--- config.mk ---
export PLATFORM = sky130hd
export DESIGN_NAME = breakout_session_controller_flat
export DESIGN_NICKNAME = d
export VERILOG_FILES = /design/src/rtl/breakout_session_controller_pkg.sv /design/src/rtl/breakout_session_controller_if.sv /design/src/rtl/breakout_session_controller_bcd.sv /design/src/rtl/breakout_session_controller.sv /design/src/flat_wrapper.sv
export SDC_FILE = /design/constraint.sdc
export NUM_CORES = 1
export LEC_CHECK = 0
export BUFFER_PORTS_ARGS = -buffer_cell sky130_fd_sc_hd__buf_2
export CAP_MARGIN = 25
export CORE_MARGIN = 4
export CORE_UTILIZATION = 60
export CTS_CLUSTER_DIAMETER = 80
export DETAILED_ROUTE_END_ITERATION = 10
export PLACE_DENSITY = 0.85
export SLEW_MARGIN = 0
export SYNTH_ARGS = -nofsm -noshare
export SYNTH_HDL_FRONTEND = slang
export SYNTH_SLANG_ARGS = --single-unit
--- constraint.sdc ---
create_clock -name CLK -period 4.8 [get_ports CLK]
set_input_delay 0.96 -clock CLK [delete_from_list [all_inputs] [get_ports CLK]]
set_output_delay 0.96 -clock CLK [all_outputs]
set_load 0.02 [all_outputs]
--- src/rtl/breakout_session_controller_pkg.sv ---
// Shared definitions for the breakout game-flow controller: phase encodings,
// score geometry and pulse bundle. BREAKOUT_PAUSE_EN enables the PAUSED phase.
package breakout_pkg;

    typedef enum logic [2:0] {
        PH_IDLE   = 3'd0,
        PH_SERVE  = 3'd1,
        PH_PLAY   = 3'd2,
        PH_LOST   = 3'd3,
        PH_CLEAR  = 3'd4,
        PH_OVER   = 3'd5,
        PH_PAUSED = 3'd6
    } phase_e;

    localparam int          START_LIVES_DEF = 3;
    localparam int          BCD_DIGIT_W     = 4;
    localparam int          BCD_DIGITS      = 4;
    localparam int          SCORE_W         = BCD_DIGIT_W * BCD_DIGITS;
    localparam logic [15:0] MAX_SCORE_BCD   = 16'h9999;

    typedef struct packed {
        logic start_update;
        logic ball_reset;
        logic blocks_reload;
    } pulse_t;

    // Counter width able to hold the larger of the two freeze delays.
    function automatic int cnt_width(int a, int b);
        int m;
        m = (a > b) ? a : b;
        return (m < 1) ? 1 : $clog2(m + 1);
    endfunction

endpackage

--- src/rtl/breakout_session_controller_if.sv ---
// Game-flow bus between the session controller and frame timing, buttons,
// game logic and overlay. BTN_PAUSE exists only with BREAKOUT_PAUSE_EN.
interface breakout_session_controller_if;

    logic        FRAME_TICK;
    logic        BTN_START;
    logic        BTN_RELEASE;
    logic        BALL_LOST;
    logic        BLOCK_HIT;
    logic        ALL_CLEARED;
`ifdef BREAKOUT_PAUSE_EN
    logic        BTN_PAUSE;
`endif
    logic        START_UPDATE;
    logic        RELEASE_OUT;
    logic        BALL_RESET;
    logic        BLOCKS_RELOAD;
    logic [2:0]  LIVES;
    logic [2:0]  LEVEL;
    logic [15:0] SCORE_BCD;
    logic [2:0]  PHASE;

`ifdef BREAKOUT_PAUSE_EN
    modport slave (
        input  FRAME_TICK, BTN_START, BTN_RELEASE, BALL_LOST, BLOCK_HIT, ALL_CLEARED, BTN_PAUSE,
        output START_UPDATE, RELEASE_OUT, BALL_RESET, BLOCKS_RELOAD, LIVES, LEVEL, SCORE_BCD, PHASE
    );
    modport master (
        output FRAME_TICK, BTN_START, BTN_RELEASE, BALL_LOST, BLOCK_HIT, ALL_CLEARED, BTN_PAUSE,
        input  START_UPDATE, RELEASE_OUT, BALL_RESET, BLOCKS_RELOAD, LIVES, LEVEL, SCORE_BCD, PHASE
    );
`else
    modport slave (
        input  FRAME_TICK, BTN_START, BTN_RELEASE, BALL_LOST, BLOCK_HIT, ALL_CLEARED,
        output START_UPDATE, RELEASE_OUT, BALL_RESET, BLOCKS_RELOAD, LIVES, LEVEL, SCORE_BCD, PHASE
    );
    modport master (
        output FRAME_TICK, BTN_START, BTN_RELEASE, BALL_LOST, BLOCK_HIT, ALL_CLEARED,
        input  START_UPDATE, RELEASE_OUT, BALL_RESET, BLOCKS_RELOAD, LIVES, LEVEL, SCORE_BCD, PHASE
    );
`endif

endinterface

--- src/rtl/breakout_session_controller_bcd.sv ---
// Four-digit saturating BCD score counter: synchronous clear, +1 per inc,
// carries ripple within the cycle, registered output.
module bcd_score_counter
    import breakout_pkg::*;
(
    input  logic               clk,
    input  logic               rst,
    input  logic               clr,
    input  logic               inc,
    output logic [SCORE_W-1:0] score_bcd
);

    logic [SCORE_W-1:0]     score_q, score_d;
    logic [BCD_DIGIT_W-1:0] dig;
    logic                   carry;

    always_comb begin
        score_d = score_q;
        dig     = '0;
        carry   = 1'b0;
        if (clr) begin
            score_d = '0;
        end else if (inc && (score_q != MAX_SCORE_BCD)) begin
            carry = 1'b1;
            for (int i = 0; i < BCD_DIGITS; i++) begin
                dig = score_q[i*BCD_DIGIT_W +: BCD_DIGIT_W];
                if (carry) begin
                    if (dig == BCD_DIGIT_W'(9)) begin
                        dig = '0;
                    end else begin
                        dig   = dig + BCD_DIGIT_W'(1);
                        carry = 1'b0;
                    end
                end
                score_d[i*BCD_DIGIT_W +: BCD_DIGIT_W] = dig;
            end
        end
    end

    always_ff @(posedge clk) begin
        if (rst) score_q <= '0;
        else     score_q <= score_d;
    end

    assign score_bcd = score_q;

endmodule

--- src/rtl/breakout_session_controller.sv ---
// Breakout game-flow sequencer: frame update launch, serve gating, lives,
// level and score. BREAKOUT_PAUSE_EN adds BTN_PAUSE and the PAUSED phase.
module breakout_session_controller
    import breakout_pkg::*;
#(
    parameter int START_LIVES        = START_LIVES_DEF,
    parameter int LOST_DELAY_FRAMES  = 60,
    parameter int CLEAR_DELAY_FRAMES = 90,
    parameter int MAX_LEVEL          = 7
) (
    input  logic CLK,
    input  logic RESET,
    breakout_session_controller_if.slave bus
);

    localparam int CNT_W = cnt_width(LOST_DELAY_FRAMES, CLEAR_DELAY_FRAMES);

    phase_e             state_q, state_d;
    logic [2:0]         lives_q, lives_d;
    logic [2:0]         level_q, level_d;
    logic [CNT_W-1:0]   cnt_q, cnt_d;
    pulse_t             pulse_q, pulse_d;
    logic               armed_q, armed_d;
    logic               score_clr, score_inc;
    logic               delay_done;
    logic               pause_rise;
`ifdef BREAKOUT_PAUSE_EN
    logic               btn_pause_q;
    phase_e             ret_q, ret_d;
    assign pause_rise = bus.BTN_PAUSE & ~btn_pause_q;
`else
    assign pause_rise = 1'b0;
`endif

    function automatic logic is_active(phase_e p);
        return (p == PH_SERVE) || (p == PH_PLAY);
    endfunction

    always_comb begin
        state_d    = state_q;
        lives_d    = lives_q;
        level_d    = level_q;
        cnt_d      = cnt_q;
        armed_d    = armed_q;
        pulse_d    = '0;
        score_clr  = 1'b0;
        score_inc  = bus.BLOCK_HIT;
`ifdef BREAKOUT_PAUSE_EN
        ret_d      = ret_q;
        if (state_q == PH_PAUSED) score_inc = 1'b0;
`endif
        // Expires on the tick that brings the count to zero; a zero load exits on the first tick.
        delay_done = bus.FRAME_TICK && (cnt_q <= CNT_W'(1));

        case (state_q)
            PH_IDLE, PH_OVER: begin
                if (state_q == PH_OVER) armed_d = armed_q | ~bus.BTN_START;
                if (bus.BTN_START && (state_q == PH_IDLE || armed_q)) begin
                    state_d               = PH_SERVE;
                    lives_d               = 3'(START_LIVES);
                    level_d               = '0;
                    score_clr             = 1'b1;
                    pulse_d.blocks_reload = 1'b1;
                    pulse_d.ball_reset    = 1'b1;
                end
            end
            PH_SERVE: begin
                if (pause_rise) begin
`ifdef BREAKOUT_PAUSE_EN
                    state_d = PH_PAUSED;
                    ret_d   = PH_SERVE;
`endif
                end else if (bus.BTN_RELEASE) begin
                    state_d = PH_PLAY;
                end
            end
            PH_PLAY: begin
                if (pause_rise) begin
`ifdef BREAKOUT_PAUSE_EN
                    state_d = PH_PAUSED;
                    ret_d   = PH_PLAY;
`endif
                end else if (bus.ALL_CLEARED) begin
                    state_d = PH_CLEAR;
                    cnt_d   = CNT_W'(CLEAR_DELAY_FRAMES);
                end else if (bus.BALL_LOST) begin
                    state_d = PH_LOST;
                    lives_d = lives_q - 3'd1;
                    cnt_d   = CNT_W'(LOST_DELAY_FRAMES);
                end
            end
            PH_LOST: begin
                if (delay_done) begin
                    cnt_d = '0;
                    if (lives_q == 3'd0) begin
                        state_d = PH_OVER;
                        armed_d = 1'b0;
                    end else begin
                        state_d            = PH_SERVE;
                        pulse_d.ball_reset = 1'b1;
                    end
                end else if (bus.FRAME_TICK) begin
                    cnt_d = cnt_q - CNT_W'(1);
                end
            end
            PH_CLEAR: begin
                if (delay_done) begin
                    cnt_d                 = '0;
                    state_d               = PH_SERVE;
                    level_d               = (level_q == 3'(MAX_LEVEL)) ? 3'd0 : level_q + 3'd1;
                    pulse_d.blocks_reload = 1'b1;
                    pulse_d.ball_reset    = 1'b1;
                end else if (bus.FRAME_TICK) begin
                    cnt_d = cnt_q - CNT_W'(1);
                end
            end
`ifdef BREAKOUT_PAUSE_EN
            PH_PAUSED: begin
                if (pause_rise) state_d = ret_q;
            end
`endif
            default: state_d = PH_IDLE;
        endcase

        // Requiring both current and next phase active drops ticks on entry to SERVE
        // and keeps updates out of LOST/CLEAR/PAUSED on the exit cycle.
        pulse_d.start_update = bus.FRAME_TICK && is_active(state_q) && is_active(state_d);
    end

    always_ff @(posedge CLK) begin
        if (RESET) begin
            state_q <= PH_IDLE;
            lives_q <= '0;
            level_q <= '0;
            cnt_q   <= '0;
            pulse_q <= '0;
            armed_q <= 1'b0;
        end else begin
            state_q <= state_d;
            lives_q <= lives_d;
            level_q <= level_d;
            cnt_q   <= cnt_d;
            pulse_q <= pulse_d;
            armed_q <= armed_d;
        end
    end

`ifdef BREAKOUT_PAUSE_EN
    always_ff @(posedge CLK) begin
        if (RESET) begin
            btn_pause_q <= 1'b0;
            ret_q       <= PH_SERVE;
        end else begin
            btn_pause_q <= bus.BTN_PAUSE;
            ret_q       <= ret_d;
        end
    end
`endif

    bcd_score_counter u_score (
        .clk       (CLK),
        .rst       (RESET),
        .clr       (score_clr),
        .inc       (score_inc),
        .score_bcd (bus.SCORE_BCD)
    );

    assign bus.START_UPDATE  = pulse_q.start_update;
    assign bus.BALL_RESET    = pulse_q.ball_reset;
    assign bus.BLOCKS_RELOAD = pulse_q.blocks_reload;
    assign bus.RELEASE_OUT   = (state_q == PH_SERVE) & bus.BTN_RELEASE;
    assign bus.LIVES         = lives_q;
    assign bus.LEVEL         = level_q;
    assign bus.PHASE         = state_q;

endmodule

--- src/flat_wrapper.sv ---
// flat-port wrapper written by rule: the top's interface ports become plain ports
module breakout_session_controller_flat import breakout_pkg::*;
#(
    parameter int START_LIVES        = START_LIVES_DEF,
    parameter int LOST_DELAY_FRAMES  = 60,
    parameter int CLEAR_DELAY_FRAMES = 90,
    parameter int MAX_LEVEL          = 7
)
  (CLK, RESET, bus_FRAME_TICK, bus_BTN_START, bus_BTN_RELEASE, bus_BALL_LOST, bus_BLOCK_HIT, bus_ALL_CLEARED, bus_START_UPDATE, bus_RELEASE_OUT, bus_BALL_RESET, bus_BLOCKS_RELOAD, bus_LIVES, bus_LEVEL, bus_SCORE_BCD, bus_PHASE);
  breakout_session_controller_if bus_i ();
  input  logic CLK;
  input  logic RESET;
  input wire logic [$bits(bus_i.FRAME_TICK)-1:0] bus_FRAME_TICK;
  input wire logic [$bits(bus_i.BTN_START)-1:0] bus_BTN_START;
  input wire logic [$bits(bus_i.BTN_RELEASE)-1:0] bus_BTN_RELEASE;
  input wire logic [$bits(bus_i.BALL_LOST)-1:0] bus_BALL_LOST;
  input wire logic [$bits(bus_i.BLOCK_HIT)-1:0] bus_BLOCK_HIT;
  input wire logic [$bits(bus_i.ALL_CLEARED)-1:0] bus_ALL_CLEARED;
  output wire logic [$bits(bus_i.START_UPDATE)-1:0] bus_START_UPDATE;
  output wire logic [$bits(bus_i.RELEASE_OUT)-1:0] bus_RELEASE_OUT;
  output wire logic [$bits(bus_i.BALL_RESET)-1:0] bus_BALL_RESET;
  output wire logic [$bits(bus_i.BLOCKS_RELOAD)-1:0] bus_BLOCKS_RELOAD;
  output wire logic [$bits(bus_i.LIVES)-1:0] bus_LIVES;
  output wire logic [$bits(bus_i.LEVEL)-1:0] bus_LEVEL;
  output wire logic [$bits(bus_i.SCORE_BCD)-1:0] bus_SCORE_BCD;
  output wire logic [$bits(bus_i.PHASE)-1:0] bus_PHASE;
  assign bus_i.FRAME_TICK = bus_FRAME_TICK;
  assign bus_i.BTN_START = bus_BTN_START;
  assign bus_i.BTN_RELEASE = bus_BTN_RELEASE;
  assign bus_i.BALL_LOST = bus_BALL_LOST;
  assign bus_i.BLOCK_HIT = bus_BLOCK_HIT;
  assign bus_i.ALL_CLEARED = bus_ALL_CLEARED;
  assign bus_START_UPDATE = bus_i.START_UPDATE;
  assign bus_RELEASE_OUT = bus_i.RELEASE_OUT;
  assign bus_BALL_RESET = bus_i.BALL_RESET;
  assign bus_BLOCKS_RELOAD = bus_i.BLOCKS_RELOAD;
  assign bus_LIVES = bus_i.LIVES;
  assign bus_LEVEL = bus_i.LEVEL;
  assign bus_SCORE_BCD = bus_i.SCORE_BCD;
  assign bus_PHASE = bus_i.PHASE;
  breakout_session_controller #(.START_LIVES(START_LIVES), .LOST_DELAY_FRAMES(LOST_DELAY_FRAMES), .CLEAR_DELAY_FRAMES(CLEAR_DELAY_FRAMES), .MAX_LEVEL(MAX_LEVEL)) u_core (.CLK(CLK), .RESET(RESET), .bus(bus_i));
endmodule
# Yosys cells after proc, flatten, opt, wreduce, memory -nomap -nowiden
# Index checks and enable logic that the tools add are counted.
[totals]
register_bits = 36
in_bits = 8
out_inout_bits = 29
elab_cells = 117
[classes]
addsub = 7
n_lt_le_gt_ge = 1
eq_ne = 22
muxes = 48
bitwise = 3
reduce_logical = 24
[ops]
columns = ["cell", "n"]
rows = [
  ["2-to-1 mux 3 bit", 13],
  ["2-to-1 mux 7 bit", 4],
  ["2-to-1 mux 1 bit", 18],
  ["adder 4 x 1 -> 4 bit (second input constant)", 4],
  ["equality test 4 bit (second input constant)", 4],
  ["2-to-1 mux 4 bit", 4],
  ["!= test 16 bit (second input constant)", 1],
  ["one-hot mux 3 bit (5 select lines)", 1],
  ["one-hot mux 7 bit (2 select lines)", 1],
  ["one-hot mux 3 bit (2 select lines)", 2],
  ["!= test 2 x 1 -> 1 bit (second input constant)", 5],
  ["equality test 3 x 2 -> 1 bit (second input constant)", 3],
  ["equality test 3 bit (second input constant)", 3],
  ["AND reduction 4 bit", 2],
  ["nonzero test 2 bit", 4],
  ["<= comparator 7 x 1 -> 1 bit (second input constant)", 1],
  ["subtractor 7 x 1 -> 7 bit (second input constant)", 1],
  ["equality test 3 x 1 -> 1 bit (second input constant)", 2],
  ["zero test 3 bit", 2],
  ["AND reduction 2 bit", 3],
  ["AND reduction 3 bit", 2],
  ["OR reduction 2 bit", 3],
  ["logical AND 1 bit", 5],
  ["2-to-1 mux 2 bit", 2],
  ["other kinds (11)", 15],
]

# Depth between registers and ports, before layout
# Gate-level depths: netlist of the first run.
[depth]
word_depth = 13
mapped_depth = 7
depth_no_buf = 6

# Cells and area by module
# A second synthesis of the first run with hierarchy kept.
[hier_totals]
hier_cells = 253
hier_area_um2 = 2068.2
[by_module_without_submodules]
columns = ["module", "instances", "cells_each", "area_per_inst_um2", "seq_area_each_um2"]
rows = [
  ["breakout_session_controller", 1, 147, 1227.4, 400.4],
  ["bcd_score_counter", 1, 106, 840.8, 320.3],
]

# Least setup slack after synthesis of the first run
# OpenSTA, ideal clock, no wires.
[synth_timing]
kind = "input to output"
startpoint = "input bus_BTN_RELEASE"
endpoint = "output bus_RELEASE_OUT"
arrival_ns = 1.542
required_ns = 3.840
path_slack_ns = 2.298
stages = 2
n_path_buf = 0
path_cell_list = "nand2b_1 -> nor3b_1"
[synth_between]
elab_chain_len = 1
[synth_lines]
columns = ["element", "line_no", "text"]
rows = [
  ["start: declaration", "flat_wrapper.sv:15", "input wire logic [$bits(bus_i.BTN_RELEASE)-1:0] bus_BTN_RELEASE;"],
  ["bitwise AND 1 bit", "breakout_session_controller.sv:171", "assign bus.RELEASE_OUT = (state_q == PH_SERVE) & bus.BTN_RELEASE;"],
  ["end: declaration", "flat_wrapper.sv:20", "output wire logic [$bits(bus_i.RELEASE_OUT)-1:0] bus_RELEASE_OUT;"],
]
# No other way between the ends.

# Final worst setup path of the first run
# Ends and elaborated chain as after synthesis.

==> results of run 1 <==
[kinds of logic (layout without fill, tap and decap cells)]
kind of cell	after synthesis	count (layout)	share of synthesized area
compound gates	67	67	0.211
xor+xnor	5	5	0.0210
fa+ha+maj	6	6	0.0360
buf+inv	24	58	0.0498
flops	36	36	0.346
mux	3	3	0.0144
simple gates	106	106	0.322
[worst max path at each step]
stage               depth (start not counted)       startpoint               to
floorplan                                   2  bus_BTN_RELEASE  bus_RELEASE_OUT
global placement                            4  bus_BTN_RELEASE  bus_RELEASE_OUT
detailed placement                          4  bus_BTN_RELEASE  bus_RELEASE_OUT
CTS                                         4  bus_BTN_RELEASE  bus_RELEASE_OUT
global route                                4  bus_BTN_RELEASE  bus_RELEASE_OUT
finish                                      4  bus_BTN_RELEASE  bus_RELEASE_OUT
[synth_stat cells, types with 3 or more instances]
master     n  area (um2)
a211oi_1   7        52.6
inv_1     14        52.6
buf_2      5        25.0
nor3_1    11        55.1
dfxtp_1   36         721
and3_1     7        43.8
ha_1       6        75.1
nand4_1    6        37.5
or3_1      4        25.0
clkbuf_1   4        15.0
mux2i_1    3        30.0
nor2_1    16        60.1
nand3_1   11        55.1
nand2b_1   7        43.8
nand2_1   12        45.0
o21ai_0    5        25.0
xnor2_1    4        35.0
a21oi_1   22         110
nor2b_1    5        31.3
a31oi_1   11        68.8
and4bb_2   3        37.5
nor3b_1    3        22.5
[flip-flops by register name, summed over array words and instances (netlist names)]
register and count:
u_core.bus.LEVEL 3, u_core.bus.LIVES 3, u_core.bus.PHASE 3, u_core.u_score.score_bcd 16, u_core.bus.START_UPDATE 1, u_core.bus.BALL_RESET 1
u_core.bus.BLOCKS_RELOAD 1, u_core.cnt_q 7, u_core.armed_q 1
[report_power, final]
part	leakage, nW	switching, W	total, W	internal, W
Sequential	0.292	0.0000158	0.000324	0.000308
Clock	0.0326	0.0000975	0.000170	0.0000723
Combinational	0.586	0.0000636	0.000101	0.0000372
Total	0.911	0.000177	0.000595	0.000418
[layout make-up]
cell class / count / area share
Tap cell: 46 / 0.0247
Clock buffer: 8 / 0.0252
Timing Repair Buffer: 36 / 0.0773
Multi-Input combinational cell: 187 / 0.541
Inverter: 14 / 0.0225
Sequential cell: 36 / 0.309
[metal layers]
metal | global-route usage | wire length [um] | up-vias
met2 | 0.356 | 2110 | 74
met3 | 0.0472 | 316 | 5
li1 | - | - | 987
met4 | 0.0759 | 42 | 0
met5 | 0 | 0 | -
met1 | 0.316 | 2280 | 922
[worst max-delay path, cell delays in order]
cell and delay, ps:
buf_2 100, nand2b_1 70, nor3b_1 170, buf_2 190
[metrics by stage]
step / cell area, um2 / util / total power (W)
floorplan: 2090 / - / 0.000406
global placement: 2270 / 0.681 / 0.000428
detailed placement: 2270 / 0.681 / 0.000430
CTS: 2330 / 0.699 / 0.000597
global route: 2330 / 0.699 / 0.000623
finish: 2330 / 0.699 / 0.000595
==> metrics, run 1 <==
number of synthesized flops with an enable pin 0; Die W 67.0 um; hold buffers post-CTS 0; Net Count, Synth 261; final setup fails 0; Vias 1988; post_cts resized 0; RR Endpoint u_core.u_score.score_bcd[7]$_SDFFE_PP0P_; FP Rows 21; average size of a mapped cell 8.44 um2; Worst EP arrival 1500 ps; Fmax achieved 407 MHz; Post-Place Cells 319; GRT Total Usage 0.230; NumNets Final 294; final non-filler cell total 327; Synth Flop Type dfxtp_1; CTS H-tree depth 2; clk buf depth 2; Mapped Area 2090 um2; r2r worst-path depth 4; filler instances 303; global-route wire length before repair 8.14 mm; Startpoint Class primary input; Slew Limit Headroom 0.555; die height 67.0 um; Vias per Instance 6.08; detailed-router iteration count before antenna repair 4; HP Class reg -> reg; vias in the first global route 1803; gpl congestion 0.826; Slew Viols, Final 0; status finished clean; register area 721 um2; final hold vios 0; layout cell share with drive strength beyond 1 0.199; Setup Fix Bufs, Post-CTS 0; diode count 0; worst vdd ir 0.193 mV; pwr dens 255 nW/um2; Min Hold Slack 483 ps; Inserted Clock Buffers 5; DP HPWL 3.38 mm; worst hold path depth 2; clk sink count 36; cell count after synthesis 247; io pins 37; period utilization 0.512; Worst Hold Path EP u_core.armed_q$_SDFFE_PP0P_; worst skew pair latency 340 ps; worst-margin pin slew 667 ps; share of the yosys chip area belonging to registers 0.346; die area 4480 um2; DR WL/cell 14.5 um; Synth async-reset ratio 0; Max Clock Skew 8.20 ps; CTS tree done; Residual DRC 0; Worst-path clk slew 100 ps; Final min period 2460 ps; port bufs 36; total congestion overflow 0; Ys Warns 0; Syn-to-layout area delta 11.8%; commonest non-fill, non-tap cells in the layout buf_2 (36), dfxtp_1 (36), a21oi_1 (22), nor2_1 (16), inv_1 (14); largest net degree at the start of global routing 22; Max Fanout on Critical Path 2; number of DRC markers in iteration 0 206; critical path capture point type primary output; initial antenna violation count 0; WL final 4.75 mm; Worst Path Required 3840 ps; Initial Utilization 0.625; root buffer cell clkbuf_4; register-to-register setup slack 2630 ps; antenna-violating nets left 0; final setup margin 2340 ps; unrepaired setup endpoints after global routing no; post-synth cell types 58; core area 3340 um2; setup slack at placement 2360 ps; critical path class in -> out; worst r2r src u_core.bus.PHASE[0]$_SDFF_PP0_; hold_sp u_core.armed_q$_SDFFE_PP0P_; multi-input logic area 1260 um2; #FFs+latches synth 36; Lkg Pwr 0.911 nW; setup TNS 0 ps; Max-cap violations 0
Note: power is estimated with default switching activity, not from simulation.
==> run 2, diff against run 1 <==
Settings changed: CORE_UTILIZATION 60 to 50, PLACE_DENSITY 0.85 to 0.75.
Clock period 4.8 ns to 2.2 ns, I/O delays scaled along.
==> run 2 against run 1 <==
Clock power grew to 3.5 times the previous value. Sequential power increased by 120%. Final area up 2.6%. Critical path type is now reg -> reg. Cell count increased by 1.5%. Sequential cell count is the same. Register-to-register slack worse by 2400 ps. Worst hold slack got worse by 27 ps. Critical endpoint is now u_core.cnt_q[0]$_SDFFE_PP0P_. Via count increased by 0.15%. Total power rose to 2.6 times the previous value. First-iteration DRC count fell by 11%.
==> metrics, run 2 (same netlist as run 1, synthesis figures left out) <==
unrepaired setup endpoints after global routing no; worst r2r src u_core.bus.PHASE[2]$_SDFF_PP0_; DP HPWL 3.54 mm; Slew Viols, Final 0; die height 72.6 um; worst path cell trace nor3b_2 -> o21ai_0 -> or3_1 -> a21oi_1; post_cts resized 0; critical path capture point type flip-flop; NumNets Final 295; CTS H-tree depth 2; io pins 37; RR Endpoint u_core.cnt_q[0]$_SDFFE_PP0P_; Crit path largest cell delay 590 ps; Startpoint Class flip-flop; Final Core Density 0.594; Post-Place Cells 324; Fmax achieved 520 MHz; worst-margin pin slew 642 ps; FP Rows 23; vias in the first global route 1736; clk sink count 36; Min Hold Slack 456 ps; Lkg Pwr 0.938 nW; GRT Total Usage 0.194; max reg flops 16; Vias per Instance 6.00; gpl congestion 0.889; critical path class reg -> reg; Worst EP arrival 2140 ps; global-route wire length before repair 8.21 mm; diode count 0; hold buffers post-CTS 0; DR WL/cell 15.0 um; Max-cap violations 0; layout cell share with drive strength beyond 1 0.206; status finished clean; final setup fails 0; Inserted Clock Buffers 5; Max Fanout on Critical Path 17; number of DRC markers in iteration 0 184; pwr dens 636 nW/um2; Final min period 1920 ps; commonest non-fill, non-tap cells in the layout buf_2 (36), dfxtp_1 (36), a21oi_1 (22), nor2_1 (16), inv_1 (14); Die W 72.6 um; total congestion overflow 0; CTS tree done; clk buf depth 2; final non-filler cell total 332; worst vdd ir 0.432 mV; detailed-router iteration count before antenna repair 6; setup TNS 0 ps; Vias 1991; Syn-to-layout area delta 14.7%; Worst-path clk slew 80 ps; worst hold path depth 3; core area 4030 um2; Setup Fix Bufs, Post-CTS 0; WL final 4.97 mm; period utilization 0.874; register-to-register setup slack 280 ps; Residual DRC 0; Max Clock Skew 6.10 ps; root buffer cell clkbuf_8; largest net degree at the start of global routing 22; worst skew pair latency 290 ps; Worst Hold Path EP u_core.bus.START_UPDATE$_SDFF_PP0_; port bufs 36; initial antenna violation count 0; slowest CP cell dfxtp_1; Worst Path Required 2410 ps; hold_sp bus_FRAME_TICK; setup slack at placement 368 ps; final hold vios 0; Initial Utilization 0.518; r2r worst-path depth 4; Slew Limit Headroom 0.572; antenna-violating nets left 0; HP Class in -> reg; die area 5270 um2; final setup margin 277 ps
==> run 2: cell count changes in the layout (fill, tap and decap cells not counted) <==
cell,delta
clkbuf_4,-5
buf_4,+1
clkbuf_8,+4
clkinv_2,+1
bufinv_16,+1
clkbuf_1,-1
==> run 2: layout make-up <==
| class | count | area [um2] |
|---|---|---|
| clock buffers | 6 | 72.6 |
| clock inverters | 2 | 35.0 |
| fillers | 378 | 1640 |
| inverters | 14 | 52.6 |
| multi-input cells | 187 | 1260 |
| flip-flops and latches | 36 | 721 |
| well taps | 50 | 62.6 |
| repair buffers | 37 | 188 |
==> run 2: critical path: cells and delay by family, from the launching register on <==
| family | cells | cell delay (ps) |
|---|---|---|
| simple gates | 2 | 790 |
| flops | 1 | 590 |
| compound gates | 2 | 450 |
==> run 2: power breakdown <==
part / internal [W] / leakage (nW) / total [W] / switching (W)
logic: 0.0000845 / 0.591 / 0.000225 / 0.000140
registers: 0.000672 / 0.292 / 0.000706 / 0.0000342
clock network: 0.000337 / 0.0552 / 0.000589 / 0.000253
total: 0.00109 / 0.938 / 0.00152 / 0.000427
==> run 2: through the flow <==
step | area [um2] | total power [W]
6_report | 2390 | 0.00152
5_1_grt | 2390 | 0.00158
4_1_cts | 2390 | 0.00153
3_5_place_dp | 2280 | 0.000942
3_3_place_gp | 2280 | 0.000942
2_1_floorplan | 2090 | 0.000886
==> run 2: how the worst max path moves through the flow <==
stage / end / start / cells past startpoint / slack [ps]
after floorplan: bus_RELEASE_OUT / u_core.bus.PHASE[0]$_SDFF_PP0_ / 2 / 480
after global placement: u_core.cnt_q[1]$_SDFFE_PP0P_ / u_core.bus.PHASE[1]$_SDFF_PP0_ / 4 / 420
after detailed placement: u_core.cnt_q[1]$_SDFFE_PP0P_ / u_core.bus.PHASE[1]$_SDFF_PP0_ / 4 / 370
after CTS: u_core.cnt_q[0]$_SDFFE_PP0P_ / u_core.bus.PHASE[2]$_SDFF_PP0_ / 4 / 300
after global routing: u_core.cnt_q[0]$_SDFFE_PP0P_ / u_core.bus.PHASE[2]$_SDFF_PP0_ / 4 / 110
final: u_core.cnt_q[0]$_SDFFE_PP0P_ / u_core.bus.PHASE[2]$_SDFF_PP0_ / 4 / 280
==> run 2: per-layer routing <==
metal / track usage / routed length, um
met5: 0 / 0
met4: 0.0635 / 69
met3: 0.0496 / 404
met2: 0.286 / 2220
met1: 0.276 / 2270
